`config.mk`:
```
export PLATFORM = sky130hd
export DESIGN_NAME = stage_mem_flat
export DESIGN_NICKNAME = d
export VERILOG_FILES = /design/src/rtl/stage_mem_if.sv /design/src/rtl/stage_mem.sv /design/src/flat_wrapper.sv
export SDC_FILE = /design/constraint.sdc
export NUM_CORES = 1
export LEC_CHECK = 0
export CAP_MARGIN = 20
export CORE_AREA = 10 10 180 182
export CTS_CLUSTER_SIZE = 40
export DETAILED_ROUTE_END_ITERATION = 8
export DIE_AREA = 0 0 190 192
export PLACE_DENSITY_LB_ADDON = 0.05
export SYNTH_ARGS = -nofsm -noshare
export SYNTH_HDL_FRONTEND = slang
export SYNTH_SLANG_ARGS = --single-unit
```
`constraint.sdc`:
```
create_clock -name clk_i -period 10 [get_ports clk_i]
set_input_delay 2.5 -clock clk_i [delete_from_list [all_inputs] [get_ports clk_i]]
set_output_delay 2.5 -clock clk_i [all_outputs]
set_load 0.005 [all_outputs]
```
`src/rtl/stage_mem_if.sv`:
```
// rtl/stage_mem_if.sv - data bus bundle between the memory stage and the data memory
interface stage_mem_if;
   logic [31:0] dbus_addr_o;
   logic [31:0] dbus_dat_o;
   logic [3:0]  dbus_sel_o;
   logic        dbus_we_o;
   logic        dbus_cyc_o;
   logic [31:0] dbus_dat_i;
   logic        dbus_ack_i;

   // stage_mem side: issues cycles, receives read data and ack
   modport master (
      output dbus_addr_o, dbus_dat_o, dbus_sel_o, dbus_we_o, dbus_cyc_o,
      input  dbus_dat_i, dbus_ack_i
   );

   // memory side
   modport slave (
      input  dbus_addr_o, dbus_dat_o, dbus_sel_o, dbus_we_o, dbus_cyc_o,
      output dbus_dat_i, dbus_ack_i
   );
endinterface

```
`src/rtl/stage_mem.sv`:
```
// rtl/stage_mem.sv - RV32I memory stage: load/store bus access and write-back register
module stage_mem (
   input  logic        clk_i,
   input  logic        rst_i,
   // upstream (execute)
   input  logic [31:0] pc_i,
   input  logic [31:0] instruction_i,
   input  logic [2:0]  funct3_i,
   input  logic [31:0] alu_d_i,
   input  logic [31:0] rs2_d_i,
   input  logic        valid_i,
   input  logic        e_illegal_inst_i,
   input  logic        e_inst_addr_mis_i,
   input  logic        flush_i,
   output logic        stall_o,
   // data bus
   stage_mem_if.master dbus,
   // write-back register
   output logic [31:0] pc_o,
   output logic [31:0] instruction_o,
   output logic [2:0]  funct3_o,
   output logic [31:0] alu_d_o,
   output logic [31:0] mem_d_o,
   output logic [31:0] mem_addr_o,
   output logic        e_illegal_inst_o,
   output logic        e_inst_addr_mis_o,
   output logic        e_ld_addr_mis_o,
   output logic        e_st_addr_mis_o,
   output logic        valid_o
);

   localparam logic [31:0] NOP          = 32'h0000_0013;
   localparam logic [6:0]  OPC_LOAD     = 7'b0000011;
   localparam logic [6:0]  OPC_STORE    = 7'b0100011;

   typedef enum logic {S_IDLE, S_WAIT} state_t;

   state_t      r_state;
   state_t      w_next;

   // context of the access in flight, captured when the cycle is issued
   logic [31:0] r_pc;
   logic [31:0] r_inst;
   logic [2:0]  r_f3;
   logic [31:0] r_alu;
   logic        r_load;
   logic        r_flushed;

   logic        w_is_load;
   logic        w_is_store;
   logic        w_misal;
   logic        w_exc_in;
   logic        w_issue;
   logic        w_pass;
   logic        w_complete;
   logic        w_ack_wait;
   logic [31:0] w_st_dat;
   logic [3:0]  w_st_sel;
   logic [7:0]  w_byte;
   logic [15:0] w_half;
   logic [31:0] w_ld_fmt;

   assign w_is_load  = (instruction_i[6:0] == OPC_LOAD);
   assign w_is_store = (instruction_i[6:0] == OPC_STORE);
   assign w_exc_in   = e_illegal_inst_i | e_inst_addr_mis_i;

   // alignment check is driven by the access size in funct3[1:0]
   always_comb begin
      w_misal = 1'b0;
      case (funct3_i[1:0])
         2'b01:   w_misal = alu_d_i[0];
         2'b10:   w_misal = (alu_d_i[1:0] != 2'b00);
         default: w_misal = 1'b0;
      endcase
   end

   assign w_issue    = (r_state == S_IDLE) && valid_i && (w_is_load || w_is_store)
                       && !w_misal && !w_exc_in && !flush_i;
   assign w_pass     = (r_state == S_IDLE) && valid_i && !flush_i && !w_issue;
   assign w_ack_wait = (r_state == S_WAIT) && dbus.dbus_ack_i;
   assign w_complete = w_ack_wait && !r_flushed && !flush_i;

   // store lane replication and byte enables
   always_comb begin
      w_st_dat = rs2_d_i;
      w_st_sel = 4'b1111;
      if (w_is_store) begin
         case (funct3_i[1:0])
            2'b00: begin
               w_st_dat = {4{rs2_d_i[7:0]}};
               w_st_sel = 4'b0001 << alu_d_i[1:0];
            end
            2'b01: begin
               w_st_dat = {2{rs2_d_i[15:0]}};
               w_st_sel = alu_d_i[1] ? 4'b1100 : 4'b0011;
            end
            default: begin
               w_st_dat = rs2_d_i;
               w_st_sel = 4'b1111;
            end
         endcase
      end
   end

   // load data lane selection and sign/zero extension
   always_comb begin
      w_byte   = 8'h00;
      w_half   = 16'h0000;
      w_ld_fmt = dbus.dbus_dat_i;
      case (r_alu[1:0])
         2'b00:   w_byte = dbus.dbus_dat_i[7:0];
         2'b01:   w_byte = dbus.dbus_dat_i[15:8];
         2'b10:   w_byte = dbus.dbus_dat_i[23:16];
         default: w_byte = dbus.dbus_dat_i[31:24];
      endcase
      w_half = r_alu[1] ? dbus.dbus_dat_i[31:16] : dbus.dbus_dat_i[15:0];
      case (r_f3[1:0])
         2'b00:   w_ld_fmt = {{24{!r_f3[2] & w_byte[7]}}, w_byte};
         2'b01:   w_ld_fmt = {{16{!r_f3[2] & w_half[15]}}, w_half};
         default: w_ld_fmt = dbus.dbus_dat_i;
      endcase
   end

   // next state and stall; stall is held low while in reset
   always_comb begin
      w_next  = r_state;
      stall_o = 1'b0;
      case (r_state)
         S_IDLE: begin
            if (w_issue) begin
               w_next  = S_WAIT;
               stall_o = 1'b1;
            end
         end
         S_WAIT: begin
            stall_o = !dbus.dbus_ack_i;
            if (dbus.dbus_ack_i) begin
               w_next = S_IDLE;
            end
         end
         default: w_next = S_IDLE;
      endcase
      if (rst_i) begin
         stall_o = 1'b0;
      end
   end

   // state register
   always_ff @(posedge clk_i or posedge rst_i) begin
      if (rst_i) begin
         r_state <= S_IDLE;
      end else begin
         r_state <= w_next;
      end
   end

   // remember a flush seen while waiting so the late result is discarded
   always_ff @(posedge clk_i or posedge rst_i) begin
      if (rst_i) begin
         r_flushed <= 1'b0;
      end else if (r_state == S_WAIT && !dbus.dbus_ack_i) begin
         r_flushed <= r_flushed | flush_i;
      end else begin
         r_flushed <= 1'b0;
      end
   end

   // capture the instruction context at issue
   always_ff @(posedge clk_i or posedge rst_i) begin
      if (rst_i) begin
         r_pc   <= 32'h0;
         r_inst <= 32'h0;
         r_f3   <= 3'b000;
         r_alu  <= 32'h0;
         r_load <= 1'b0;
      end else if (w_issue) begin
         r_pc   <= pc_i;
         r_inst <= instruction_i;
         r_f3   <= funct3_i;
         r_alu  <= alu_d_i;
         r_load <= w_is_load;
      end
   end

   // bus request registers: set on issue, held until ack
   always_ff @(posedge clk_i or posedge rst_i) begin
      if (rst_i) begin
         dbus.dbus_addr_o <= 32'h0;
         dbus.dbus_dat_o  <= 32'h0;
         dbus.dbus_sel_o  <= 4'b0000;
         dbus.dbus_we_o   <= 1'b0;
         dbus.dbus_cyc_o  <= 1'b0;
      end else if (w_issue) begin
         dbus.dbus_addr_o <= {alu_d_i[31:2], 2'b00};
         dbus.dbus_dat_o  <= w_is_store ? w_st_dat : 32'h0;
         dbus.dbus_sel_o  <= w_st_sel;
         dbus.dbus_we_o   <= w_is_store;
         dbus.dbus_cyc_o  <= 1'b1;
      end else if (w_ack_wait) begin
         dbus.dbus_we_o   <= 1'b0;
         dbus.dbus_cyc_o  <= 1'b0;
      end
   end

   // write-back register: bubble unless an instruction is delivered this cycle
   always_ff @(posedge clk_i or posedge rst_i) begin
      if (rst_i) begin
         pc_o              <= 32'h0;
         instruction_o     <= NOP;
         funct3_o          <= 3'b000;
         alu_d_o           <= 32'h0;
         mem_d_o           <= 32'h0;
         mem_addr_o        <= 32'h0;
         e_illegal_inst_o  <= 1'b0;
         e_inst_addr_mis_o <= 1'b0;
         e_ld_addr_mis_o   <= 1'b0;
         e_st_addr_mis_o   <= 1'b0;
         valid_o           <= 1'b0;
      end else begin
         pc_o              <= 32'h0;
         instruction_o     <= NOP;
         funct3_o          <= 3'b000;
         alu_d_o           <= 32'h0;
         mem_d_o           <= 32'h0;
         mem_addr_o        <= 32'h0;
         e_illegal_inst_o  <= 1'b0;
         e_inst_addr_mis_o <= 1'b0;
         e_ld_addr_mis_o   <= 1'b0;
         e_st_addr_mis_o   <= 1'b0;
         valid_o           <= 1'b0;
         if (w_pass) begin
            pc_o              <= pc_i;
            instruction_o     <= instruction_i;
            funct3_o          <= funct3_i;
            alu_d_o           <= alu_d_i;
            mem_addr_o        <= alu_d_i;
            e_illegal_inst_o  <= e_illegal_inst_i;
            e_inst_addr_mis_o <= !e_illegal_inst_i && e_inst_addr_mis_i;
            e_ld_addr_mis_o   <= !w_exc_in && w_is_load && w_misal;
            e_st_addr_mis_o   <= !w_exc_in && w_is_store && w_misal;
            valid_o           <= 1'b1;
         end else if (w_complete) begin
            pc_o          <= r_pc;
            instruction_o <= r_inst;
            funct3_o      <= r_f3;
            alu_d_o       <= r_alu;
            mem_addr_o    <= r_alu;
            mem_d_o       <= r_load ? w_ld_fmt : 32'h0;
            valid_o       <= 1'b1;
         end
      end
   end

endmodule

```
`src/flat_wrapper.sv`:
```
// flat-port wrapper written by rule: the top's interface ports become plain ports
module stage_mem_flat 
  (clk_i, rst_i, pc_i, instruction_i, funct3_i, alu_d_i, rs2_d_i, valid_i, e_illegal_inst_i, e_inst_addr_mis_i, flush_i, stall_o, pc_o, instruction_o, funct3_o, alu_d_o, mem_d_o, mem_addr_o, e_illegal_inst_o, e_inst_addr_mis_o, e_ld_addr_mis_o, e_st_addr_mis_o, valid_o, dbus_dbus_addr_o, dbus_dbus_dat_o, dbus_dbus_sel_o, dbus_dbus_we_o, dbus_dbus_cyc_o, dbus_dbus_dat_i, dbus_dbus_ack_i);
  stage_mem_if dbus_i ();
  input  logic clk_i;
  input  logic rst_i;
  input  logic [31:0] pc_i;
  input  logic [31:0] instruction_i;
  input  logic [2:0] funct3_i;
  input  logic [31:0] alu_d_i;
  input  logic [31:0] rs2_d_i;
  input  logic valid_i;
  input  logic e_illegal_inst_i;
  input  logic e_inst_addr_mis_i;
  input  logic flush_i;
  output logic stall_o;
  output logic [31:0] pc_o;
  output logic [31:0] instruction_o;
  output logic [2:0] funct3_o;
  output logic [31:0] alu_d_o;
  output logic [31:0] mem_d_o;
  output logic [31:0] mem_addr_o;
  output logic e_illegal_inst_o;
  output logic e_inst_addr_mis_o;
  output logic e_ld_addr_mis_o;
  output logic e_st_addr_mis_o;
  output logic valid_o;
  output wire logic [$bits(dbus_i.dbus_addr_o)-1:0] dbus_dbus_addr_o;
  output wire logic [$bits(dbus_i.dbus_dat_o)-1:0] dbus_dbus_dat_o;
  output wire logic [$bits(dbus_i.dbus_sel_o)-1:0] dbus_dbus_sel_o;
  output wire logic [$bits(dbus_i.dbus_we_o)-1:0] dbus_dbus_we_o;
  output wire logic [$bits(dbus_i.dbus_cyc_o)-1:0] dbus_dbus_cyc_o;
  input wire logic [$bits(dbus_i.dbus_dat_i)-1:0] dbus_dbus_dat_i;
  input wire logic [$bits(dbus_i.dbus_ack_i)-1:0] dbus_dbus_ack_i;
  assign dbus_dbus_addr_o = dbus_i.dbus_addr_o;
  assign dbus_dbus_dat_o = dbus_i.dbus_dat_o;
  assign dbus_dbus_sel_o = dbus_i.dbus_sel_o;
  assign dbus_dbus_we_o = dbus_i.dbus_we_o;
  assign dbus_dbus_cyc_o = dbus_i.dbus_cyc_o;
  assign dbus_i.dbus_dat_i = dbus_dbus_dat_i;
  assign dbus_i.dbus_ack_i = dbus_dbus_ack_i;
  stage_mem u_core (.clk_i(clk_i), .rst_i(rst_i), .pc_i(pc_i), .instruction_i(instruction_i), .funct3_i(funct3_i), .alu_d_i(alu_d_i), .rs2_d_i(rs2_d_i), .valid_i(valid_i), .e_illegal_inst_i(e_illegal_inst_i), .e_inst_addr_mis_i(e_inst_addr_mis_i), .flush_i(flush_i), .stall_o(stall_o), .dbus(dbus_i), .pc_o(pc_o), .instruction_o(instruction_o), .funct3_o(funct3_o), .alu_d_o(alu_d_o), .mem_d_o(mem_d_o), .mem_addr_o(mem_addr_o), .e_illegal_inst_o(e_illegal_inst_o), .e_inst_addr_mis_o(e_inst_addr_mis_o), .e_ld_addr_mis_o(e_ld_addr_mis_o), .e_st_addr_mis_o(e_st_addr_mis_o), .valid_o(valid_o));
endmodule
```
# Yosys cells after proc, flatten, opt, wreduce, memory -nomap -nowiden
# Cells that the tools add are included.
# totals
regBits	306
word_cells	100
# op_classes
n_eq_ne	7
shift	1
mux	35
bitwise	5
reduce_logical	30
# op_table
operator	count
$mux W32	10
$pmux W32 S2	2
$pmux W8 S3	1
$logic_and A1 B1 Y1	16
$mux W16	1
$mux W1	13
$logic_not A1 Y1	8
$mux W4	2
$pmux W4 S2	1
$eq A7 B2 Y1 const B	1
$eq A7 B6 Y1 const B	1
$eq A2 B1 Y1 const B	3
$logic_not A2 Y1	3
$mux W3	2
$pmux W1 S2	3
$eq A2 B2 Y1 const B	2
$reduce_bool A2 Y1	2
$shl A1 B2 Y4 const A	1
$and A1 B1 Y1	2
$or A1 B1 Y1	2
$logic_or A1 B1 Y1	1
$not A1 Y1	1

# Depth between registers and ports, before layout
# Gate-level depths: netlist (run 1).
# logic_depth
ltp_word	9
depth_mapped	10
depth_no_buf	6

# Worst setup path after synthesis (run 1)
# No wires, ideal clock.
# synth_timing
path_kind	input -> output
from	input funct3_i[1]
to	output stall_o
arrival_ns	4.134
required_time_ns	7.500
path_slack_ns	3.366
path_stages	9
path_buffers	3
path_cell_list	clkbuf_1 inv_1 ha_1 buf_2 and2_1 o21ai_2 nand2b_4 clkbuf_1 a21oi_1
# synth_via
elab_chain_cells	9
word_cells_on_any_way	10
classes_between	eq/ne: 2; mux: 4; reduce/logical: 4
# synth_rtl
element	line	rtl
start, declared	flat_wrapper.sv:9	input logic [2:0] funct3_i;
$eq A2 B2 Y1 or $eq A2 B1 Y1 (tied branches)	stage_mem.sv:70	case (funct3_i[1:0])
$pmux W1 S2 *	stage_mem.sv:70	
$logic_not A1 Y1 *	stage_mem.sv:78	&& !w_misal && !w_exc_in && !flush_i;
$logic_and A1 B1 Y1 * (3 in series)	stage_mem.sv:78	
$mux W1 *	stage_mem.sv:130	if (w_issue) begin
$pmux W1 S2 *	stage_mem.sv:128	case (r_state)
$mux W1 *	stage_mem.sv:143	if (rst_i) begin
end, declared	flat_wrapper.sv:16	output logic stall_o;
# Mark *: on every way between the ends. The rest lies on a longest branch, timed or not.

# Final worst setup path (run 1)
# Ends and elaborated chain as after synthesis.

==> results of run 1 <==
state kept, by name, summed over array words and instances (netlist names), 4 cells and up:
signal                  count
u_core.alu_d_o             32
u_core.dbus.dbus_dat_o     32
u_core.dbus.dbus_sel_o      4
u_core.instruction_o       32
u_core.mem_d_o             32
u_core.pc_o                32
u_core.r_alu               32
u_core.r_inst              32
u_core.r_pc                32
metrics by stage:
step | cell area (um2) | util, % | hold WS, ns | total power [mW]
2_1_floorplan | 11600 | - | 0.436 | 1.27
3_3_place_gp | 15400 | 53.9 | 0.462 | 1.42
3_5_place_dp | 15400 | 53.9 | 0.472 | 1.43
4_1_cts | 16500 | 57.7 | 0.485 | 2.64
5_1_grt | 16500 | 57.7 | 0.492 | 2.71
6_report | 16500 | 57.7 | 0.483 | 2.60
cells in the final DEF, fill, tap and decap left out, drive strengths merged, types with 2 or more instances in the layout:
cell / Yosys / layout
nor3b: 3 / 3
o221a: 7 / 7
ha: 3 / 3
inv: 30 / 29
a21oi: 34 / 34
buf: 92 / 9
and2: 7 / 7
dfrtp: 273 / 273
clkdlybuf4s50: 0 / 406
clkinv: 1 / 3
dfstp: 3 / 3
bufinv: 0 / 5
a221oi: 9 / 9
nor3: 3 / 3
nor2: 41 / 41
mux2i: 11 / 11
mux2: 118 / 118
nor2b: 2 / 2
o21a: 2 / 2
nand2b: 6 / 6
o21ai: 37 / 37
conb: 1 / 2
clkbuf: 32 / 46
nand2: 54 / 54
nor4b: 2 / 2
a22oi: 16 / 16
a22o: 96 / 96
clkinvlp: 0 / 3
a32oi: 7 / 7
o22a: 2 / 2
cell type report:
class / instances / share of cell area, %
Sequential cell: 276 / 41.8
Antenna cell: 1 / 0.0151
Clock inverter: 9 / 1.08
Clock buffer: 46 / 5.52
Timing Repair Buffer: 415 / 25.1
Inverter: 31 / 0.727
Multi-Input combinational cell: 473 / 22.9
Tap cell: 384 / 2.91
cells by family (layout without fill, tap and decap cells):
group,count (synthesis),after routing,share of synthesized area [%]
buf+inv,155,501,7.83
mux,129,129,12.4
other cells,1,3,0.0324
compound gates,214,214,14.2
fa+ha+maj,3,3,0.324
simple gates,125,125,5.54
flops,276,276,59.7
cell usage after synthesis (all sizes together) (9+ instances only):
cell,count,share of area [%]
a21oi,34,1.5
dfrtp,273,59
a22o,96,7.3
a22oi,16,1.0
o21ai,37,1.6
nand2,54,1.8
mux2,118,11
a221oi,9,0.68
inv,30,0.97
clkbuf,32,1.0
mux2i,11,0.95
buf,92,5.8
nor2,41,1.5
path summary, 6_finish.rpt:
| check | endpoint | depth (start not counted) | slack, ns |
|---|---|---|---|
| max | stall_o | 8 | 1.99 |
| min | u_core.instruction_o[6]$_DFF_PP0_ | 1 | 0.48 |
| max reg2reg | u_core.r_inst[23]$_DFFE_PP0P_ | 5 | 7.13 |
| min reg2reg | u_core.instruction_o[6]$_DFF_PP0_ | 1 | 0.48 |
| max in group asynchronous | u_core.mem_d_o[1]$_DFF_PP0_ | 3 | 6.02 |
| min in group asynchronous | u_core.instruction_o[26]$_DFF_PP0_ | 2 | 2.56 |
power by group through the flow:
stage	clock network (mW)	registers, mW	logic [mW]
after floorplan	0	1.18	0.0930
after global placement	0	1.18	0.245
after detailed placement	0	1.18	0.246
after CTS	1.24	1.16	0.247
after global routing	1.28	1.16	0.265
final	1.20	1.16	0.243
metal layers:
layer  track usage (%)  wire [um]  vias to the layer above
met2              31.1      17000                      276
met4              4.37        755                        2
met1              22.6      14600                     4027
met5                 0         13                        -
met3              7.89       3710                       50
li1                  -          -                     3786
==> flow_summary.toml, run 1 <==
[outcome]
status = "completed"

[worst_setup_path]
start_kind = "input pin"
slowest_delay_ns = 0.85
endpoint_kind = "primary output"
crit_chain = "clkdlybuf4s50_1 -> inv_1 -> ha_1 -> and2_1 -> o21ai_2 -> nand2b_4 -> a21oi_1 -> clkdlybuf4s50_1"
cp_common_cell = "clkdlybuf4s50_1"
cpLargestDelayFamily = "buffers and inverters"
rr_startpoint = "u_core.r_state$_DFF_PP0_"
critPathBufInv = 3
critPathSlowestCell = "clkdlybuf4s50_1"
arrival_ns = 5.51
cp_data_required_time_ns = 7.50
cp-startpoint = "funct3_i[1]"
worst-path-max-fanout = 24
critPathKind = "in2out"

[global_route]
overflow = 0
grt_pass1_vias = 8344
antenna_found_initial = 2
grt_max_degree = 185
grt_usage_pct = 18.9
grt_pass1_wl_um = 53400

[route]
vias = 8141
wl_um = 36100
wire_per_inst_um = 22.1
detail_route.first_pass.iterations = 4
drc_errors = 0
antenna_left = 0
viasPerCell = 4.98
drtIter0Drc = 548

[sta]
grt_setup_unrepaired = "no"
setup_tns_ns = 0
finalHoldViolCount = 0
fin_worst_skew_ns = 0.00788
finalSetupViolCount = 0
setup_ws_ns = 1.99
slew_viol_final = 0
worst_pin_slew_ns = 1.05
period_share_pct = 80.1
fin_crit_ns = 8.01
max_freq_mhz = 125
slew_headroom_pct = 30.1

[placement]
dp_cells = 1579
hpwl_um = 26200
post-place-ws_ns = 2.01
place_congestion = 0.822
port_buffers = 406

[floorplan]
pin_count = 409
fp.coreArea_um2 = 28600
start_util_pct = 40.4
num_rows = 62
die_w_um = 190
dieArea_um2 = 36500
dieHeight_um = 192

[cells_and_area]
final-seq-area_um2 = 6910
multi_input_area_um2 = 3780
area_growth_syn_to_layout_pct = 42.7
fin_nets = 1400
finalNonFillerCells = 1635
drive_above_1_share_pct = 12.9
fillCellCount = 2346

[pwr]
seq_power_share_pct = 44.5
clockPowerShare_pct = 46.1
power.leakage_nw = 7.64
vdd_drop_max_uv = 147
power_switching_uw = 568
cellInternalPower_mw = 2.04
power.share.combinational_pct = 9.3
p_per_area_nw_per_um2 = 157
swShare_pct = 21.8

[clock_tree]
ctsResizeCount = 0
post-cts-setup-buffers = 0
clk_pin_slew_ns = 0.06
cts_hold_buf = 0
cts_tree = "yes"
cts_root_buf = "clkbuf_16"
clockBufferDepth = 3
ctsHtreeMaxLevel = 1
clk_latency_ns = 0.55
clock_sinks = 276
numCtsBuffers = 30

[logic_synthesis]
async_flop_share_pct = 100
yosys_warnings = 0
seq_area_frac_synth_pct = 59.7
avgSynthCellArea_um2 = 12.8
syn_area_um2 = 11600
synth-main-ff-cell = "dfrtp_1"
synth-seq-cells = 276
synth_edf_count = 0
yosysUniqueCellTypes = 50
netlist_instances = 903

[hold_path]
hold_path_startpoint = "u_core.r_inst[6]$_DFFE_PP0P_"
worstHoldPathType = "reg2reg"

[run]
maxCapViolations = 0
Note: power is estimated with default switching activity, not from simulation.
==> run 2: changes to the inputs <==
clock period = 7.1 ns   (was 10 ns; I/O delays follow)
==> flow_summary.toml, run 2 (same netlist as run 1, synthesis figures left out) <==
[worst_setup_path]
cp_data_required_time_ns = 5.33
worst-path-max-fanout = 24
critPathKind = "in2out"
endpoint_kind = "primary output"
slowest_delay_ns = 0.57
critPathSlowestCell = "clkdlybuf4s50_1"
cp_common_cell = "clkdlybuf4s50_1"
crit_chain = "clkdlybuf4s50_1 -> buf_4 -> inv_1 -> ha_1 -> and2_1 -> o21ai_2 -> nand2b_4 -> a21oi_1 -> clkdlybuf4s50_1"
start_kind = "input pin"
arrival_ns = 4.47

[clock_tree]
clock_sinks = 276
cts_hold_buf = 0
clk_latency_ns = 0.54
numCtsBuffers = 30
cts_root_buf = "clkbuf_16"
clockBufferDepth = 3
post-cts-setup-buffers = 0
ctsHtreeMaxLevel = 1
clk_pin_slew_ns = 0.06
cts_tree = "yes"
ctsResizeCount = 0

[pwr]
power.leakage_nw = 7.63
vdd_drop_max_uv = 162
power.share.combinational_pct = 9.7
seq_power_share_pct = 46.1
power_switching_uw = 789
cellInternalPower_mw = 2.75
p_per_area_nw_per_um2 = 215
clockPowerShare_pct = 44.2
swShare_pct = 22.3

[sta]
grt_setup_unrepaired = "no"
max_freq_mhz = 160
setup_tns_ns = 0
finalHoldViolCount = 0
worst_pin_slew_ns = 0.885
fin_worst_skew_ns = 0.0125
whs_ns = 0.481
slew_viol_final = 0
slew_headroom_pct = 41.0
period_share_pct = 87.9
finalSetupViolCount = 0
fin_crit_ns = 6.24

[route]
wire_per_inst_um = 22.0
vias = 8206
drc_errors = 0
wl_um = 35900
drtIter0Drc = 435
antenna_left = 0
detail_route.first_pass.iterations = 4
viasPerCell = 5.01

[floorplan]
dieHeight_um = 192
fp.coreArea_um2 = 28600
dieArea_um2 = 36500
die_w_um = 190
num_rows = 62
start_util_pct = 40.4
pin_count = 409

[cells_and_area]
drive_above_1_share_pct = 13.1
area_growth_syn_to_layout_pct = 42.6
final_common_cell = "clkdlybuf4s50_1"
mostFrequentLayoutCells = "clkdlybuf4s50_1, dfrtp_1, a22o_1"
fillCellCount = 2327
antennaDiodeCount = 0
fin_nets = 1404

[global_route]
grt_pass1_wl_um = 53400
antenna_found_initial = 2
grt_usage_pct = 18.8
grt_pass1_vias = 8442
overflow = 0
grt_max_degree = 140

[hold_path]
worstHoldPathType = "reg2reg"

[placement]
port_buffers = 406
place_congestion = 0.831
hpwl_um = 26400

[outcome]
status = "completed"

[run]
maxCapViolations = 0
-- run 2: routing by layer --
layer	up-vias	global-route usage, %	part of all wire [%]
met2	298	30.8	47
li1	3800	-	-
met4	4	4.91	2.3
met5	-	0	0.097
met3	48	7.27	9.9
met1	4056	22.8	40
-- run 2: metrics by stage --
| stage | utilization, % | setup WS, ns | total power [mW] | instances | instance area [um2] |
|---|---|---|---|---|---|
| after global routing | 57.7 | 0.717 | 3.69 | 1637 | 16500 |
| final | 57.7 | 0.856 | 3.54 | 1637 | 16500 |
| after detailed placement | 54.1 | 0.876 | 2.01 | 1582 | 15500 |
| after CTS | 57.6 | 0.850 | 3.59 | 1636 | 16500 |
| after global placement | 54.1 | 0.901 | 2.01 | 1581 | 15500 |
| after floorplan | - | 1.68 | 1.79 | 904 | 11600 |
-- run 2: path summary, 6_finish.rpt --
kind | startpoint | endpoint | slack (ns) | depth (start not counted)
worst max-delay path | funct3_i[1] | stall_o | 0.86 | 9
worst min register to register | u_core.dbus.dbus_cyc_o$_DFFE_PP0P_ | u_core.dbus.dbus_cyc_o$_DFFE_PP0P_ | 0.48 | 2
min in group asynchronous | rst_i | u_core.instruction_o[5]$_DFF_PP0_ | 1.53 | 2
max in group asynchronous | rst_i | u_core.e_inst_addr_mis_o$_DFF_PP0_ | 4.31 | 4
worst min-delay path | u_core.dbus.dbus_cyc_o$_DFFE_PP0P_ | u_core.dbus.dbus_cyc_o$_DFFE_PP0P_ | 0.48 | 2
worst max register to register | u_core.r_state$_DFF_PP0_ | u_core.dbus.dbus_dat_o[24]$_DFFE_PP0P_ | 4.29 | 5
-- run 2: worst max-delay path, delay by kind of cell --
family / cells / cell delay, ns
buffers and inverters: 4 / 1.33
AOI/OAI and AO/OA: 2 / 0.50
and+or+nand+nor: 2 / 0.49
adders and majority gates: 1 / 0.36
-- run 2: layout make-up --
type,instances,area [um2],area share [%]
flip-flops and latches,276,6910,41.9
clock buffers,42,857,5.19
repair buffers,419,4220,25.5
inverters,31,120,0.728
clock inverters,12,144,0.872
multi-input cells,473,3780,22.9
well taps,384,480,2.91
-- run 2: power by group through the flow --
stage          clock, mW  combinational (mW)  sequential, mW
2_1_floorplan          0               0.131            1.66
3_5_place_dp           0               0.348            1.66
5_1_grt             1.68               0.375            1.64
6_report            1.57               0.345            1.63
3_3_place_gp           0               0.346            1.66
4_1_cts             1.61               0.349            1.63
==> run 3: changes to the inputs <==
CAP_MARGIN = unset   (was 20)
==> flow_summary.toml, run 3 (same netlist as run 1, synthesis figures left out) <==
[pwr]
power.leakage_nw = 7.59
seq_power_share_pct = 47.4
power.total_mw = 3.44
swShare_pct = 22.7
power.share.combinational_pct = 9.9
clockPowerShare_pct = 42.7
cellInternalPower_mw = 2.66
power_switching_uw = 782
vdd_drop_max_uv = 151
p_per_area_nw_per_um2 = 210

[global_route]
antenna_found_initial = 5
overflow = 0
grt_pass1_vias = 8331
grt_max_degree = 140
grt_pass1_wl_um = 53400
grt_usage_pct = 18.8

[worst_setup_path]
reg2reg_depth = 5
cp_common_cell = "clkdlybuf4s50_1"
cp_data_required_time_ns = 5.33
critPathKind = "in2out"
reg2reg_to = "u_core.dbus.dbus_dat_o[24]$_DFFE_PP0P_"
rr_startpoint = "u_core.r_state$_DFF_PP0_"
endpoint_kind = "primary output"
slowest_delay_ns = 0.57
crit_chain = "clkdlybuf4s50_1 -> buf_4 -> inv_1 -> ha_1 -> and2_1 -> o21ai_2 -> nand2b_4 -> a21oi_1 -> clkdlybuf4s50_1"
r2r_setup_slack_ns = 4.28
worst-path-max-fanout = 24
critPathSlowestCell = "clkdlybuf4s50_1"
start_kind = "input pin"
arrival_ns = 4.48

[sta]
slew_viol_final = 0
finalHoldViolCount = 0
setup_tns_ns = 0
worst_pin_slew_ns = 1.27
fin_worst_skew_ns = 0.00970
finalSetupViolCount = 0
whs_ns = 0.480
fin_crit_ns = 6.25
max_freq_mhz = 160
period_share_pct = 88.0
slew_headroom_pct = 15.2
grt_setup_unrepaired = "no"

[floorplan]
dieArea_um2 = 36500
dieHeight_um = 192
num_rows = 62
start_util_pct = 40.4
pin_count = 409
fp.coreArea_um2 = 28600
die_w_um = 190

[placement]
hpwl_um = 26300
dpl_cell_area_um2 = 15500
place_congestion = 0.831
port_buffers = 406

[cells_and_area]
finalCoreUtilization_pct = 57.3
fillCellCount = 2381
mostFrequentLayoutCells = "clkdlybuf4s50_1, dfrtp_1, a22o_1"
final_common_cell = "clkdlybuf4s50_1"
area_growth_syn_to_layout_pct = 41.7
drive_above_1_share_pct = 12.9
stdcell_area_um2 = 16400
fin_nets = 1401

[clock_tree]
numCtsBuffers = 29
clock_sinks = 276
clk_latency_ns = 0.54
cts_hold_buf = 0
post-cts-setup-buffers = 0
ctsHtreeMaxLevel = 1
cts_root_buf = "clkbuf_16"
clockBufferDepth = 3
ctsResizeCount = 0
cts_tree = "yes"
clk_pin_slew_ns = 0.06

[route]
detail_route.first_pass.iterations = 5
drc_errors = 0
antenna_left = 0
drtIter0Drc = 403
wire_per_inst_um = 22.0
wl_um = 35900
viasPerCell = 4.99
vias = 8148

[hold_path]
min_to = "u_core.dbus.dbus_cyc_o$_DFFE_PP0P_"
hold_path_startpoint = "u_core.dbus.dbus_cyc_o$_DFFE_PP0P_"
worstHoldPathType = "reg2reg"
whs_path_depth = 2

[outcome]
status = "completed"

[run]
maxCapViolations = 0
run 3: cell types whose count changed in the layout (fill, tap and decap cells not counted):
cell / change
clkbuf_8: +3
bufinv_16: -2
clkbuf_1: -2
clkbuf_16: -2
clkinvlp_4: -2
diode_2: +2
buf_12: -1
buf_6: -1
clkinv_2: +1
inv_6: +1
run 3: routing by layer:
metal,track usage (%),routed length (um),vias to the layer above
met5,0.549,34,-
met4,4.52,739,6
met3,7.58,3600,51
met2,30.8,17000,290
met1,22.7,14500,3998
li1,-,-,3803
run 3: worst max-delay path, delay by kind of cell:
family,cells,cell delay [ns]
AOI/OAI and AO/OA,2,0.51
adders and majority gates,1,0.36
buffers and inverters,4,1.34
and+or+nand+nor,2,0.48
run 3: power by group through the flow:
stage,clock network [mW],registers (mW),logic (mW)
5_1_grt,1.58,1.64,0.373
2_1_floorplan,0,1.66,0.131
4_1_cts,1.52,1.63,0.350
3_3_place_gp,0,1.66,0.346
6_report,1.47,1.63,0.343
3_5_place_dp,0,1.66,0.348
run 3: worst max-delay path by stage:
| stage | from | endpoint | slack (ns) | cells after the start |
|---|---|---|---|---|
| 2_1_floorplan | rst_i | u_core.alu_d_o[0]$_DFF_PP0_ | 1.68 | 1 |
| 3_3_place_gp | funct3_i[1] | stall_o | 0.90 | 9 |
| 3_5_place_dp | funct3_i[1] | stall_o | 0.85 | 9 |
| 4_1_cts | funct3_i[1] | stall_o | 0.83 | 9 |
| 5_1_grt | funct3_i[1] | stall_o | 0.70 | 9 |
| 6_report | funct3_i[1] | stall_o | 0.85 | 9 |
run 3: layout make-up:
class | instances | area, um2 | area share (%)
flip-flops and latches | 276 | 6910 | 42.1
repair buffers | 417 | 4180 | 25.5
multi-input cells | 473 | 3780 | 23.0
clock buffers | 41 | 841 | 5.13
well taps | 384 | 480 | 2.93
inverters | 31 | 120 | 0.732
clock inverters | 10 | 82.6 | 0.503
diodes | 2 | 5.00 | 0.0305
run 3: stage by stage:
step | setup slack [ns] | instances
5_1_grt | 0.702 | 1633
2_1_floorplan | 1.68 | 904
4_1_cts | 0.827 | 1632
3_5_place_dp | 0.846 | 1581
3_3_place_gp | 0.901 | 1581
6_report | 0.849 | 1634
